File: src/rtl/des_key_schedule.sv
// des_key_schedule: iterative DES subkey generator (PC-1, per-round C/D rotation, PC-2), encrypt or decrypt order.
// Define DES_KEY_PARITY_CHECK_EN to reject keys containing an even-parity byte.
module des_key_schedule #(
  parameter int NUM_ROUNDS = 16
) (
  input  logic        clk,
  input  logic        rst,
  input  logic [63:0] key_in,
  input  logic        decrypt,
  input  logic        start,
  output logic        busy,
  output logic [47:0] subkey,
  output logic        subkey_valid,
  input  logic        subkey_ready,
  output logic [3:0]  round_idx,
  output logic        done,
  output logic        key_err
);
  typedef enum logic [1:0] {IDLE, PREP, PRESENT} state_t;
  localparam int PC1 [56] = '{57, 49, 41, 33, 25, 17,  9,  1, 58, 50, 42, 34, 26, 18,
                              10,  2, 59, 51, 43, 35, 27, 19, 11,  3, 60, 52, 44, 36,
                              63, 55, 47, 39, 31, 23, 15,  7, 62, 54, 46, 38, 30, 22,
                              14,  6, 61, 53, 45, 37, 29, 21, 13,  5, 28, 20, 12,  4};
  localparam int PC2 [48] = '{14, 17, 11, 24,  1,  5,  3, 28, 15,  6, 21, 10,
                              23, 19, 12,  4, 26,  8, 16,  7, 27, 20, 13,  2,
                              41, 52, 31, 37, 47, 55, 30, 40, 51, 45, 33, 48,
                              44, 49, 39, 56, 34, 53, 46, 42, 50, 36, 29, 32};
  // bit r set: round r+1 rotates by one position, otherwise by two
  localparam logic [15:0] ONE_SHIFT = 16'h8103;
  if (NUM_ROUNDS != 16) begin : g_rounds_check
    $error("des_key_schedule: NUM_ROUNDS must be 16");
  end
  state_t      state_q, state_d;
  logic [27:0] c_q, c_d, d_q, d_d;
  logic [3:0]  rnd_q, rnd_d;
  logic        dir_q, dir_d, busy_q, busy_d, valid_q, valid_d, done_q, done_d, key_err_q, key_err_d;
  logic [55:0] pc1, cd;
  logic        par_bad, last, two;
  function automatic logic [27:0] rot(input logic [27:0] x, input logic dbl, input logic right);
    return right ? (dbl ? {x[1:0], x[27:2]} : {x[0], x[27:1]})
                 : (dbl ? {x[25:0], x[27:26]} : {x[26:0], x[27]});
  endfunction
  assign cd = {c_q, d_q};
  for (genvar g = 0; g < 56; g++) begin : g_pc1
    assign pc1[55-g] = key_in[64-PC1[g]];
  end
  for (genvar g = 0; g < 48; g++) begin : g_pc2
    assign subkey[47-g] = cd[56-PC2[g]];
  end
`ifdef DES_KEY_PARITY_CHECK_EN
  logic [7:0] even_byte;
  for (genvar g = 0; g < 8; g++) begin : g_par
    assign even_byte[g] = ~^key_in[8*g +: 8];
  end
  assign par_bad = |even_byte;
`else
  assign par_bad = 1'b0;
`endif
  assign last = dir_q ? (rnd_q == 4'd0) : (rnd_q == 4'd15);
  // decrypt undoes the rotation that produced the current round; encrypt applies the next round's
  assign two  = ~ONE_SHIFT[dir_q ? rnd_q : rnd_q + 4'd1];
  always_comb begin
    state_d   = state_q;
    c_d       = c_q;
    d_d       = d_q;
    rnd_d     = rnd_q;
    dir_d     = dir_q;
    done_d    = 1'b0;
    key_err_d = 1'b0;
    case (state_q)
      IDLE: if (start) begin
        key_err_d = par_bad;
        if (!par_bad) begin
          {c_d, d_d} = pc1;
          dir_d      = decrypt;
          state_d    = PREP;
        end
      end
      PREP: begin
        c_d     = dir_q ? c_q : rot(c_q, 1'b0, 1'b0);
        d_d     = dir_q ? d_q : rot(d_q, 1'b0, 1'b0);
        rnd_d   = dir_q ? 4'd15 : 4'd0;
        state_d = PRESENT;
      end
      PRESENT: if (subkey_ready) begin
        if (last) begin
          state_d = IDLE;
          done_d  = 1'b1;
        end else begin
          c_d   = rot(c_q, two, dir_q);
          d_d   = rot(d_q, two, dir_q);
          rnd_d = dir_q ? rnd_q - 4'd1 : rnd_q + 4'd1;
        end
      end
      default: state_d = IDLE;
    endcase
    busy_d  = state_d != IDLE;
    valid_d = state_d == PRESENT;
  end
  always_ff @(posedge clk or posedge rst)
    if (rst) begin
      state_q   <= IDLE;
      c_q       <= '0;
      d_q       <= '0;
      rnd_q     <= '0;
      dir_q     <= 1'b0;
      busy_q    <= 1'b0;
      valid_q   <= 1'b0;
      done_q    <= 1'b0;
      key_err_q <= 1'b0;
    end else begin
      state_q   <= state_d;
      c_q       <= c_d;
      d_q       <= d_d;
      rnd_q     <= rnd_d;
      dir_q     <= dir_d;
      busy_q    <= busy_d;
      valid_q   <= valid_d;
      done_q    <= done_d;
      key_err_q <= key_err_d;
    end
  assign busy         = busy_q;
  assign subkey_valid = valid_q;
  assign round_idx    = rnd_q;
  assign done         = done_q;
  assign key_err      = key_err_q;
endmodule
File: config.mk
export PLATFORM = sky130hd
export DESIGN_NAME = des_key_schedule
export DESIGN_NICKNAME = d
export VERILOG_FILES = /design/src/rtl/des_key_schedule.sv
export SDC_FILE = /design/constraint.sdc
export NUM_CORES = 1
export LEC_CHECK = 0
export CORE_MARGIN = 2
export CORE_UTILIZATION = 49
export CTS_BUF_LIST = sky130_fd_sc_hd__clkbuf_8
export CTS_CLUSTER_DIAMETER = 80
export DETAILED_ROUTE_END_ITERATION = 6
export PLACE_DENSITY = 0.79
export RECOVER_POWER = 100
export SLEW_MARGIN = 25
export SYNTH_ARGS = -nofsm -noshare
export SYNTH_HDL_FRONTEND = slang
export SYNTH_SLANG_ARGS = --single-unit
File: constraint.sdc
create_clock -name clk -period 2.4 [get_ports clk]
set_input_delay 0.36 -clock clk [delete_from_list [all_inputs] [get_ports clk]]
set_output_delay 0.36 -clock clk [all_outputs]
set_load 0.01 [all_outputs]
======== Word level (Yosys, flattened, before mapping) ========
Memory sizes are Yosys's and may differ from the RTL's.
Cells that the tools add are included.
storage, ports and cells
  register bits after elaboration ......... 66
  bits in read-only memories .............. 16
  input bits .............................. 69
  logic and storage cells ................. 59
  memories ................................ 1
operators by class
  $add $sub $neg .......................... 2
  magnitude comparators ................... 1
  equality and inequality tests ........... 8
  multiplexer cells ....................... 31
  reduce and logical (&&, ||, !) cells .... 8
memories
  memory            words  bits a word  rd ports  clocked after Yosys merged registers in  write ports  line  RTL
  (name not given)  16     1            1         0                                        0            61    assign two = ~ONE_SHIFT[dir_q ? rnd_q : rnd_q + 4'd1];
operator list
  cell                                                                   number
  28-bit 2-to-1 mux                                                      14
  28-bit case mux with 3 select lines                                    2
  4-bit 2-to-1 mux                                                       5
  2-bit != test, second input constant                                   4
  4-bit case mux with 2 select lines                                     1
  2-bit 2-to-1 mux                                                       3
  2-bit case mux with 3 select lines                                     1
  4-bit by 5-bit < comparator with 1-bit output, second input constant   1
  1-bit 2-to-1 mux                                                       5
  5-bit AND reduction                                                    1
  4-bit by 1-bit adder with 4-bit output, second input constant          1
  2-bit equality test, second input constant                             2
  4-bit equality test, second input constant                             1
  4-bit zero test                                                        1
  2-bit nonzero test                                                     2
  4-bit by 1-bit subtractor with 4-bit output, second input constant     1
  3-bit AND reduction                                                    1
  3-bit nonzero test                                                     1
  2-bit by 1-bit equality test with 1-bit output, second input constant  1
  2-bit zero test                                                        1
  2-bit AND reduction                                                    1

======== Longest topological paths before layout ========
Gate-level depths: netlist (run 1).
  depth after elaboration ................. 9
  gate-level depth with buffers ........... 12

======== Least setup slack after synthesis (run 1) ========
Ideal clock, no wire load.
  kind .................................... reg-to-reg
  from .................................... register rnd_q[0] (netlist: round_idx[0])
  to ...................................... register d_q[15]
  setup time .............................. 0.122 ns
  arrival ................................. 2.331 ns
  data required time ...................... 2.278 ns
  path slack .............................. -0.052 ns
  cell stages (with the launch flop) ...... 12
  buffers on the path ..................... 3
  cell sequence ........................... dfrtp_1 -> buf_2 -> inv_1 -> ha_1 -> nor3b_1 -> mux2_4 -> o22a_4 -> buf_6 -> buf_6 -> a221oi_2 -> nand2_1 -> a32o_1
on the way
  word-level cells in the longest chain between the ends .. 9
RTL lines
  what                                         line    RTL
  start: declaration                           35      logic [3:0] rnd_q, rnd_d;
  start signal: assignment                     115     rnd_q <= rnd_d;
  4-bit by 1-bit adder with 4-bit output       61
  4-bit 2-to-1 mux                             61
  memory read 16 x 1 bit                       -
  1-bit 2-to-1 mux                             61
  28-bit 2-to-1 mux, on equally long branches  41, 40
  28-bit 2-to-1 mux                            40      return right ? (dbl ? {x[1:0], x[27:2]} : {x[0], x[27:1]})
  28-bit 2-to-1 mux                            86      if (last) begin
  28-bit 2-to-1 mux                            85      PRESENT: if (subkey_ready) begin
  28-bit case mux with 3 select lines          70      case (state_q)
  end signal: assignment                       104     d_q <= '0;
  end signal: assignment                       114     d_q <= d_d;
  end: declaration                             34      logic [27:0] c_q, c_d, d_q, d_d;
Parallel ways exist; a longest one is shown, timed or not. The select of a mux whose other input is x is not followed.
A chain may end at the register's enable or synchronous reset.

======== Worst setup path in the final report (run 1) ========
  from .................................... register rnd_q[0] (netlist: round_idx[0])
  to ...................................... register d_q[10]
The elaborated chain is that of the path after synthesis.

==> results of run 1 <==
==> path summary, 6_finish.rpt <==
path | slack (ns) | to | start
worst max register to register | -0.07 | d_q[10] | round_idx[0]
min in group asynchronous | 0.92 | d_q[9] | rst
worst max-delay path | -0.07 | d_q[10] | round_idx[0]
worst min register to register | 0.64 | c_q[23] | c_q[23]
worst min-delay path | 0.64 | d_q[7] | key_in[35]
max in group asynchronous | 0.30 | round_idx[1] | rst
==> stage by stage <==
stage | cell area [um2] | instances
floorplan | 6310 | 843
global placement | 7540 | 1064
detailed placement | 7540 | 1064
CTS | 7760 | 1082
global route | 8270 | 1098
finish | 8270 | 1098
==> timing repair <==
action | CTS | global route
gates cloned | 0 | 5
buffers inserted | 2 | 11
pin swaps | 0 | 33
setup endpoints to repair | 35 | 52
gates resized for setup | 6 | 81
==> synthesized netlist by cell type, drive strengths merged, types with 17 or more instances <==
master	instances
clkbuf	44
nand3	46
a221oi	36
dfrtp	66
a221o	17
a21oi	84
nor2	22
nand2	179
or3	21
o211a	22
buf	85
o21ai	63
==> sequential cells by signal, summed over array words and instances (netlist names) <==
name and cells:
c_q 28, busy 1, d_q 28, subkey_valid 1, round_idx 4, dir_q 1
state_q 2, done 1
==> layout by cell type (no fill, tap or decap), types with 11 or more instances in the layout <==
| cell | synthesis | layout |
|---|---|---|
| sky130_fd_sc_hd__o31ai_1 | 13 | 13 |
| sky130_fd_sc_hd__or3_1 | 21 | 21 |
| sky130_fd_sc_hd__buf_4 | 54 | 55 |
| sky130_fd_sc_hd__nor2_1 | 22 | 22 |
| sky130_fd_sc_hd__clkbuf_8 | 0 | 12 |
| sky130_fd_sc_hd__a21oi_2 | 0 | 15 |
| sky130_fd_sc_hd__clkdlybuf4s50_1 | 0 | 112 |
| sky130_fd_sc_hd__a31oi_1 | 13 | 12 |
| sky130_fd_sc_hd__a211oi_1 | 11 | 11 |
| sky130_fd_sc_hd__nand2_1 | 179 | 168 |
| sky130_fd_sc_hd__a221oi_2 | 3 | 19 |
| sky130_fd_sc_hd__o21ai_0 | 58 | 56 |
| sky130_fd_sc_hd__a21oi_1 | 84 | 69 |
| sky130_fd_sc_hd__dfrtp_1 | 66 | 62 |
| sky130_fd_sc_hd__buf_12 | 0 | 12 |
| sky130_fd_sc_hd__a221o_1 | 17 | 17 |
| sky130_fd_sc_hd__a221oi_1 | 33 | 17 |
| sky130_fd_sc_hd__nand3_1 | 46 | 45 |
| sky130_fd_sc_hd__o211a_1 | 22 | 22 |
==> worst max-delay path, cell delays in order, from the launching register on <==
cell                        delay [ns]
sky130_fd_sc_hd__dfrtp_2          0.46
sky130_fd_sc_hd__inv_2            0.09
sky130_fd_sc_hd__ha_4             0.20
sky130_fd_sc_hd__nor3b_1          0.13
sky130_fd_sc_hd__mux2_4           0.30
sky130_fd_sc_hd__o22ai_4          0.27
sky130_fd_sc_hd__clkbuf_16        0.22
sky130_fd_sc_hd__mux2_2           0.34
sky130_fd_sc_hd__a221oi_2         0.22
sky130_fd_sc_hd__o31ai_1          0.10
==> final cells by class <==
type	instances	area [um2]	share of cell area [%]
clock inverter	4	17.5	0.212
inverter	12	45.0	0.545
sequential	66	1660	20.0
tap	172	215	2.60
multi-input combinational	637	4160	50.3
clock buffer	12	165	2.00
timing repair buffer	195	2010	24.3
==> per-layer routing <==
metal / vias to the layer above / routed length (um) / GRT usage, %
met3: 44 / 1830 / 3.96
met1: 3314 / 8300 / 38.7
met2: 389 / 9540 / 43.8
li1: 3241 / - / -
met5: - / 0 / 0
met4: 0 / 412 / 9.96
==> kinds of logic after synthesis <==
kind of cell | Yosys count | synth area share, %
buffers and inverters | 141 | 13.2
AND/OR/NAND/NOR | 310 | 22.2
other | 1 | 0.0596
adder cells (fa/ha/maj) | 6 | 1.19
AO/OA/AOI/OAI | 301 | 33.5
flip-flops | 66 | 26.3
XOR/XNOR | 3 | 0.418
multiplexers | 15 | 3.08
==> tab_implementation.tex, run 1 <==
\begin{tabular}{lr}
\hline
Metric & Value \\
\hline
\multicolumn{2}{l}{\textbf{Timing}} \\
Post-Route Setup TNS & -0.472 ns \\
Headroom to the max-slew limit & -18.3\% \\
Fin crit share & 103\% \\
Measured slew at the worst slew-check pin & 1.77 ns \\
Number of failing hold endpoints at the final stage & 0 \\
Final setup violating endpoints & 16 \\
Setup clock skew after layout & 0.00648 ns \\
Time the worst path needs with I/O delays and setup & 2.47 ns \\
Min setup slack post-route & -0.0654 ns \\
Setup repair after global routing missed its margin & true \\
Final Slew Violations & 67 \\
Worst Hold Slack & 0.638 ns \\
Peak clock frequency supported by timing & 406 MHz \\
\multicolumn{2}{l}{\textbf{Layout}} \\
Net total in the final layout & 996 \\
Diode count & 0 \\
Fillers & 1045 \\
Util after Layout & 65.8\% \\
Synth-to-layout area growth & 31.5\% \\
Share of layout cells above drive strength 1 & 19.9\% \\
\multicolumn{2}{l}{\textbf{Placement}} \\
Setup slack at placement & -0.143 ns \\
GP Congestion & 0.872 \\
Final HPWL DP & 12300 um \\
Number of port buffers & 115 \\
\multicolumn{2}{l}{\textbf{Synthesis}} \\
Warning count from the yosys run & 0 \\
Biggest area contributors in the synthesized netlist & sky130\_fd\_sc\_hd\_\_dfrtp\_1, sky130\_fd\_sc\_hd\_\_nand2\_1, sky130\_fd\_sc\_hd\_\_a21oi\_1 \\
Sequential share of the synthesized area & 26.3\% \\
Ys async rst share & 100\% \\
Syn\_nets & 918 \\
Portion of synthesized cell area occupied by the leading cell type & 26.3\% \\
Post-synth EDFFs & 0 \\
Cell count after synthesis & 843 \\
Most used DFF post-synth & sky130\_fd\_sc\_hd\_\_dfrtp\_1 \\
Leading area contributor after synthesis & sky130\_fd\_sc\_hd\_\_dfrtp\_1 \\
Count of state elements after synthesis & 66 \\
Unique masters post-synth & 68 \\
Mean instance size in the synthesized netlist & 7.46 um2 \\
Syn Std Cell Area & 6290 um2 \\
\multicolumn{2}{l}{\textbf{Routing}} \\
Detailed-route vias per instance & 6.36 \\
Total detailed-routing wirelength & 20100 um \\
DRT Pass-1 Iters & 6 \\
Drt first-iter violations & 793 \\
Post-detailed-route count of antenna-violating nets & 0 \\
Detail-routed net length per standard cell & 18.3 um \\
Detailed-route DRC error count & 0 \\
Total number of vias & 6988 \\
\multicolumn{2}{l}{\textbf{Critical path}} \\
Endpoint kind of the worst setup timing path & flop \\
Startpoint class of the critical path & flop \\
Required @ worst endpoint & 2.65 ns \\
WS Path Type & reg2reg \\
R2R cell count & 9 \\
CP Data Arrival Time & 2.72 ns \\
Critical Path Fanout Max & 6 \\
\multicolumn{2}{l}{\textbf{Hold path}} \\
Hold WC Path Type & in2reg \\
Worst hold path depth & 3 \\
\multicolumn{2}{l}{\textbf{Run status}} \\
Outcome & complete, but fails checks \\
Violations in the final reports & max-capacitance violations, max-slew violations, negative setup slack \\
\multicolumn{2}{l}{\textbf{Run}} \\
Max-cap viol count & 1 \\
\multicolumn{2}{l}{\textbf{Global routing}} \\
Global-route wire length before repair & 30500 um \\
Maximum number of pins on one net before global-route repair & 75 \\
Via count of the first global-routing pass & 6168 \\
Antenna violations before repair & 0 \\
Total routing usage reported by global routing & 27.7\% \\
Aggregate global routing overflow & 0 \\
\multicolumn{2}{l}{\textbf{Clocking}} \\
Clock sink count & 66 \\
Hold bufs inserted after CTS & 0 \\
CTS clk-pin slew, worst paths & 0.08 ns \\
TritonCTS Buffers & 9 \\
Library cell used as clock root buffer & sky130\_fd\_sc\_hd\_\_clkbuf\_8 \\
Maximum count of clock buffers along a single path & 2 \\
Clock tree from TritonCTS & done \\
\# H-tree levels & 3 \\
Later-pin clock latency in the skew report & 0.37 ns \\
\multicolumn{2}{l}{\textbf{Floorplan}} \\
\# rows & 41 \\
Die Y-Extent & 117 um \\
Starting Density & 50.0\% \\
Die outline area & 13800 um2 \\
Core ar. & 12600 um2 \\
Die span in x & 117 um \\
I/O Pins & 125 \\
\hline
\end{tabular}
Power of run 1 is not shown: default switching activity piles up to over one toggle a cycle in this logic, so the estimate is an artifact.
==> run 2, diff against run 1 <==
- SETUP_SLACK_MARGIN: not set -> 0.5
- TNS_END_PERCENT: not set -> 5
==> run 2 against run 1 <==
The flow finishes with violations (negative setup slack). Worst hold slack lost 0.053 ns. Die area is the same. Final cell count fell by 0.36%. Via count fell by 0.23%. Highest routed layer unchanged.
==> tab_implementation.tex, run 2 (same netlist as run 1, synthesis figures left out) <==
\begin{tabular}{lr}
\hline
Metric & Value \\
\hline
\multicolumn{2}{l}{\textbf{Clocking}} \\
CTS clk-pin slew, worst paths & 0.08 ns \\
Later-pin clock latency in the skew report & 0.37 ns \\
Maximum count of clock buffers along a single path & 2 \\
TritonCTS Buffers & 9 \\
Clock tree from TritonCTS & done \\
\# H-tree levels & 3 \\
Library cell used as clock root buffer & sky130\_fd\_sc\_hd\_\_clkbuf\_8 \\
Clock sink count & 66 \\
\multicolumn{2}{l}{\textbf{Timing}} \\
Measured slew at the worst slew-check pin & 0.946 ns \\
Fin crit share & 101\% \\
Final Slew Violations & 0 \\
Time the worst path needs with I/O delays and setup & 2.42 ns \\
Number of failing hold endpoints at the final stage & 0 \\
Setup clock skew after layout & 0.0105 ns \\
Min setup slack post-route & -0.0164 ns \\
Final setup violating endpoints & 6 \\
Peak clock frequency supported by timing & 414 MHz \\
Setup repair after global routing missed its margin & true \\
Headroom to the max-slew limit & 36.9\% \\
\multicolumn{2}{l}{\textbf{Floorplan}} \\
Starting Density & 50.0\% \\
I/O Pins & 125 \\
Die Y-Extent & 117 um \\
Core ar. & 12600 um2 \\
Die outline area & 13800 um2 \\
Die span in x & 117 um \\
\# rows & 41 \\
\multicolumn{2}{l}{\textbf{Critical path}} \\
Register-to-Register Setup Slack & -0.02 ns \\
Critical Path Fanout Max & 27 \\
WS Path Type & reg2reg \\
CP Data Arrival Time & 2.67 ns \\
Endpoint kind of the worst setup timing path & flop \\
End of the worst register-to-register path & d\_q[16] \\
Reg-to-reg startpoint & round\_idx[1] \\
Required @ worst endpoint & 2.65 ns \\
Startpoint class of the critical path & flop \\
R2R cell count & 10 \\
\multicolumn{2}{l}{\textbf{Run status}} \\
Violations in the final reports & negative setup slack \\
Outcome & complete, but fails checks \\
\multicolumn{2}{l}{\textbf{Hold path}} \\
Hold WC Path Type & reg2reg \\
Hold Crit Start & round\_idx[3] \\
Worst hold path depth & 1 \\
Hold Path End & round\_idx[3] \\
\multicolumn{2}{l}{\textbf{Layout}} \\
Area taken by multi-input logic gates & 4090 um2 \\
Fillers & 1058 \\
Util after Layout & 64.5\% \\
Most frequent standard cell in the layout excluding fill and tap cells & sky130\_fd\_sc\_hd\_\_nand2\_1 \\
Commonest non-fill, non-tap cells in the layout & sky130\_fd\_sc\_hd\_\_nand2\_1, sky130\_fd\_sc\_hd\_\_clkdlybuf4s50\_1, sky130\_fd\_sc\_hd\_\_a21oi\_1 \\
Register cell area after layout & 1660 um2 \\
Share of layout cells above drive strength 1 & 16.6\% \\
Diode count & 0 \\
Net total in the final layout & 992 \\
Synth-to-layout area growth & 29.0\% \\
\multicolumn{2}{l}{\textbf{Routing}} \\
Detail-routed net length per standard cell & 18.0 um \\
Post-detailed-route count of antenna-violating nets & 0 \\
DRT Pass-1 Iters & 6 \\
Total detailed-routing wirelength & 19700 um \\
Total number of vias & 6972 \\
Detailed-route DRC error count & 0 \\
Detailed-route vias per instance & 6.37 \\
Drt first-iter violations & 942 \\
\multicolumn{2}{l}{\textbf{Global routing}} \\
Global-route wire length before repair & 31700 um \\
Maximum number of pins on one net before global-route repair & 75 \\
Via count of the first global-routing pass & 6371 \\
Total routing usage reported by global routing & 28.8\% \\
Aggregate global routing overflow & 0 \\
Antenna violations before repair & 0 \\
\multicolumn{2}{l}{\textbf{Placement}} \\
Number of port buffers & 115 \\
Final HPWL DP & 13000 um \\
GP Congestion & 0.891 \\
\multicolumn{2}{l}{\textbf{Run}} \\
Max-cap viol count & 0 \\
\hline
\end{tabular}
==> run 2: worst max-delay path by stage <==
stage                            start      end
after global placement    round_idx[0]  d_q[27]
after floorplan           round_idx[0]  d_q[15]
after global routing      round_idx[1]  d_q[16]
after CTS                 round_idx[0]  d_q[27]
final                     round_idx[1]  d_q[16]
after detailed placement  round_idx[0]  d_q[27]
==> run 2: critical path: stages (launching register included) <==
cell and delay (ns):
sky130_fd_sc_hd__dfrtp_2 0.46, sky130_fd_sc_hd__inv_2 0.10, sky130_fd_sc_hd__ha_4 0.21, sky130_fd_sc_hd__nor3b_1 0.13
sky130_fd_sc_hd__mux2_4 0.30, sky130_fd_sc_hd__o22a_4 0.26, sky130_fd_sc_hd__buf_4 0.15, sky130_fd_sc_hd__buf_12 0.16
sky130_fd_sc_hd__a221o_1 0.31, sky130_fd_sc_hd__a21oi_2 0.11, sky130_fd_sc_hd__o31ai_1 0.08
==> run 2: routing by layer <==
metal / share of wire [%] / up-vias / track usage (%)
met2: 46 / 407 / 45.6
li1: - / 3248 / -
met3: 8.8 / 43 / 4.69
met5: 0 / - / 0
met1: 43 / 3274 / 39.9
met4: 2.1 / 0 / 9.96
==> run 2: cell type report <==
type,count,share of cell area (%)
Multi-Input combinational cell,637,50.4
Timing Repair Buffer,191,23.7
Sequential cell,66,20.4
Tap cell,172,2.65
Clock buffer,9,1.53
Clock inverter,7,0.694
Inverter,12,0.586
==> run 2: stage by stage <==
stage	setup WS, ns	hold slack, ns	std cells	cell area, um2	TNS, ns
floorplan	0.0902	0.489	843	6380	0
global placement	-0.0331	0.549	1069	7650	-0.0703
detailed placement	-0.0753	0.557	1069	7650	-0.429
CTS	-0.00829	0.350	1090	7960	-0.00932
global route	-0.103	0.613	1094	8110	-2.48
finish	-0.0164	0.585	1094	8110	-0.0532
==> run 2: timing repair <==
item,4_1_cts,5_1_grt
buffers inserted,4,4
gates resized for setup,22,30
setup endpoints to repair,63,69
pin swaps,10,39
gates cloned,1,0
hold buffers,0,0
Power of run 2 is left out for the same reason.
==> run 3, diff against run 2 <==
- CORE_MARGIN: 2 -> 5
- GPL_ROUTABILITY_DRIVEN: not set -> 0
==> run 3 against run 2 <==
The run ends with max-capacitance violations, max-slew violations, negative setup slack left. Via count up 0.13%. Critical path depth down 4. Fmax down 0.18%. Highest routed layer unchanged. First-iteration DRC count down 9.6%. Die area up 10%.
==> tab_implementation.tex, run 3 (same netlist as run 1, synthesis figures left out) <==
\begin{tabular}{lr}
\hline
Metric & Value \\
\hline
\multicolumn{2}{l}{\textbf{Run status}} \\
Outcome & complete, but fails checks \\
Violations in the final reports & max-capacitance violations, max-slew violations, negative setup slack \\
\multicolumn{2}{l}{\textbf{Layout}} \\
Net total in the final layout & 984 \\
Share of layout cells above drive strength 1 & 20.2\% \\
Synth-to-layout area growth & 32.2\% \\
Fillers & 1084 \\
Util after Layout & 65.8\% \\
Commonest non-fill, non-tap cells in the layout & sky130\_fd\_sc\_hd\_\_nand2\_1, sky130\_fd\_sc\_hd\_\_clkdlybuf4s50\_1, sky130\_fd\_sc\_hd\_\_a21oi\_1 \\
Diode count & 0 \\
Most frequent standard cell in the layout excluding fill and tap cells & sky130\_fd\_sc\_hd\_\_nand2\_1 \\
\multicolumn{2}{l}{\textbf{Clocking}} \\
Library cell used as clock root buffer & sky130\_fd\_sc\_hd\_\_clkbuf\_8 \\
TritonCTS Buffers & 9 \\
\# H-tree levels & 3 \\
Clock sink count & 66 \\
Maximum count of clock buffers along a single path & 2 \\
Clock tree from TritonCTS & done \\
Later-pin clock latency in the skew report & 0.38 ns \\
CTS clk-pin slew, worst paths & 0.07 ns \\
\multicolumn{2}{l}{\textbf{Floorplan}} \\
I/O Pins & 125 \\
Starting Density & 49.8\% \\
\# rows & 41 \\
Core ar. & 12600 um2 \\
Die span in x & 123 um \\
Die Y-Extent & 123 um \\
Die outline area & 15200 um2 \\
\multicolumn{2}{l}{\textbf{Routing}} \\
DRT Pass-1 Iters & 5 \\
Detailed-route DRC error count & 0 \\
Detail-routed net length per standard cell & 18.7 um \\
Detailed-route vias per instance & 6.43 \\
Drt first-iter violations & 852 \\
Post-detailed-route count of antenna-violating nets & 0 \\
Total number of vias & 6981 \\
Total detailed-routing wirelength & 20300 um \\
\multicolumn{2}{l}{\textbf{Timing}} \\
Final Slew Violations & 67 \\
Final setup violating endpoints & 1 \\
Post-Route Setup TNS & -0.0206 ns \\
Setup repair after global routing missed its margin & true \\
Measured slew at the worst slew-check pin & 1.61 ns \\
Setup clock skew after layout & 0.00948 ns \\
Worst Hold Slack & 0.614 ns \\
Headroom to the max-slew limit & -7.24\% \\
Peak clock frequency supported by timing & 413 MHz \\
Time the worst path needs with I/O delays and setup & 2.42 ns \\
Min setup slack post-route & -0.0206 ns \\
Number of failing hold endpoints at the final stage & 0 \\
Fin crit share & 101\% \\
\multicolumn{2}{l}{\textbf{Global routing}} \\
Via count of the first global-routing pass & 6579 \\
Total routing usage reported by global routing & 26.8\% \\
Global-route wire length before repair & 33100 um \\
Maximum number of pins on one net before global-route repair & 75 \\
Aggregate global routing overflow & 0 \\
Antenna violations before repair & 0 \\
\multicolumn{2}{l}{\textbf{Critical path}} \\
Required @ worst endpoint & 2.66 ns \\
CP Data Arrival Time & 2.68 ns \\
Startpoint class of the critical path & flop \\
WS Path Type & reg2reg \\
Endpoint kind of the worst setup timing path & flop \\
Critical Path Fanout Max & 5 \\
\multicolumn{2}{l}{\textbf{Run}} \\
Max-cap viol count & 1 \\
\multicolumn{2}{l}{\textbf{Placement}} \\
Setup slack at placement & -0.0731 ns \\
Final HPWL DP & 13100 um \\
Number of port buffers & 115 \\
\multicolumn{2}{l}{\textbf{Hold path}} \\
Hold WC Path Type & reg2reg \\
\hline
\end{tabular}
[run 3: cell count changes in the layout (fill, tap and decap cells not counted), moves of 4 or more]
cell                              change
sky130_fd_sc_hd__buf_4               -16
sky130_fd_sc_hd__a21oi_1             -10
sky130_fd_sc_hd__a21oi_2             +10
sky130_fd_sc_hd__dlygate4sd3_1        -9
sky130_fd_sc_hd__clkdlybuf4s50_1      +8
sky130_fd_sc_hd__nand2_1              -8
sky130_fd_sc_hd__inv_1                -4
sky130_fd_sc_hd__nand2_2              +4
sky130_fd_sc_hd__nand2_4              +4
[run 3: layer usage]
layer	part of all wire, %	up-vias	wire (um)	global-route usage, %
met5	0	-	0	0
li1	-	3238	-	-
met1	42	3359	8490	36.6
met3	7.7	52	1570	3.75
met4	2.8	0	565	10.8
met2	48	332	9660	42.9
[run 3: timing repair]
| item | CTS | global route |
|---|---|---|
| resized for setup | 79 | 33 |
| pin swaps | 40 | 9 |
| setup endpoints to repair | 63 | 69 |
| hold buffers | 0 | 0 |
| setup buffers | 3 | 3 |
| cloned | 2 | 0 |
[run 3: cell type report]
cell class | count | area, um2 | area share, %
clock buffer | 12 | 165 | 1.99
clock inverter | 4 | 17.5 | 0.211
inverter | 12 | 52.6 | 0.632
multi-input combinational | 637 | 4240 | 51.0
sequential | 66 | 1660 | 20.0
tap | 172 | 215 | 2.59
timing repair buffer | 183 | 1960 | 23.6
[run 3: worst max-delay path: stages, from the launching register on]
cell	delay (ns)
sky130_fd_sc_hd__dfrtp_2	0.44
sky130_fd_sc_hd__buf_6	0.14
sky130_fd_sc_hd__or4b_4	0.51
sky130_fd_sc_hd__o211ai_4	0.13
sky130_fd_sc_hd__o22a_4	0.27
sky130_fd_sc_hd__mux4_2	0.51
sky130_fd_sc_hd__a221o_1	0.30
[run 3: final timing paths]
path                       depth (start not counted)  slack [ns]      endpoint         start
setup reg to reg                                   6       -0.02       d_q[27]  round_idx[0]
setup / recovery                                   6       -0.02       d_q[27]  round_idx[0]
hold / removal                                     2        0.61       c_q[23]       c_q[23]
min in group asynchronous                          3        1.00       d_q[16]           rst
max in group asynchronous                          3        0.33  round_idx[2]           rst
hold reg to reg                                    2        0.61       c_q[23]       c_q[23]
[run 3: through the flow]
step / std cells / area, um2
floorplan: 843 / 6380
global placement: 1062 / 7590
detailed placement: 1062 / 7590
CTS: 1083 / 8170
global route: 1086 / 8310
finish: 1086 / 8310
Power of run 3 is left out for the same reason.
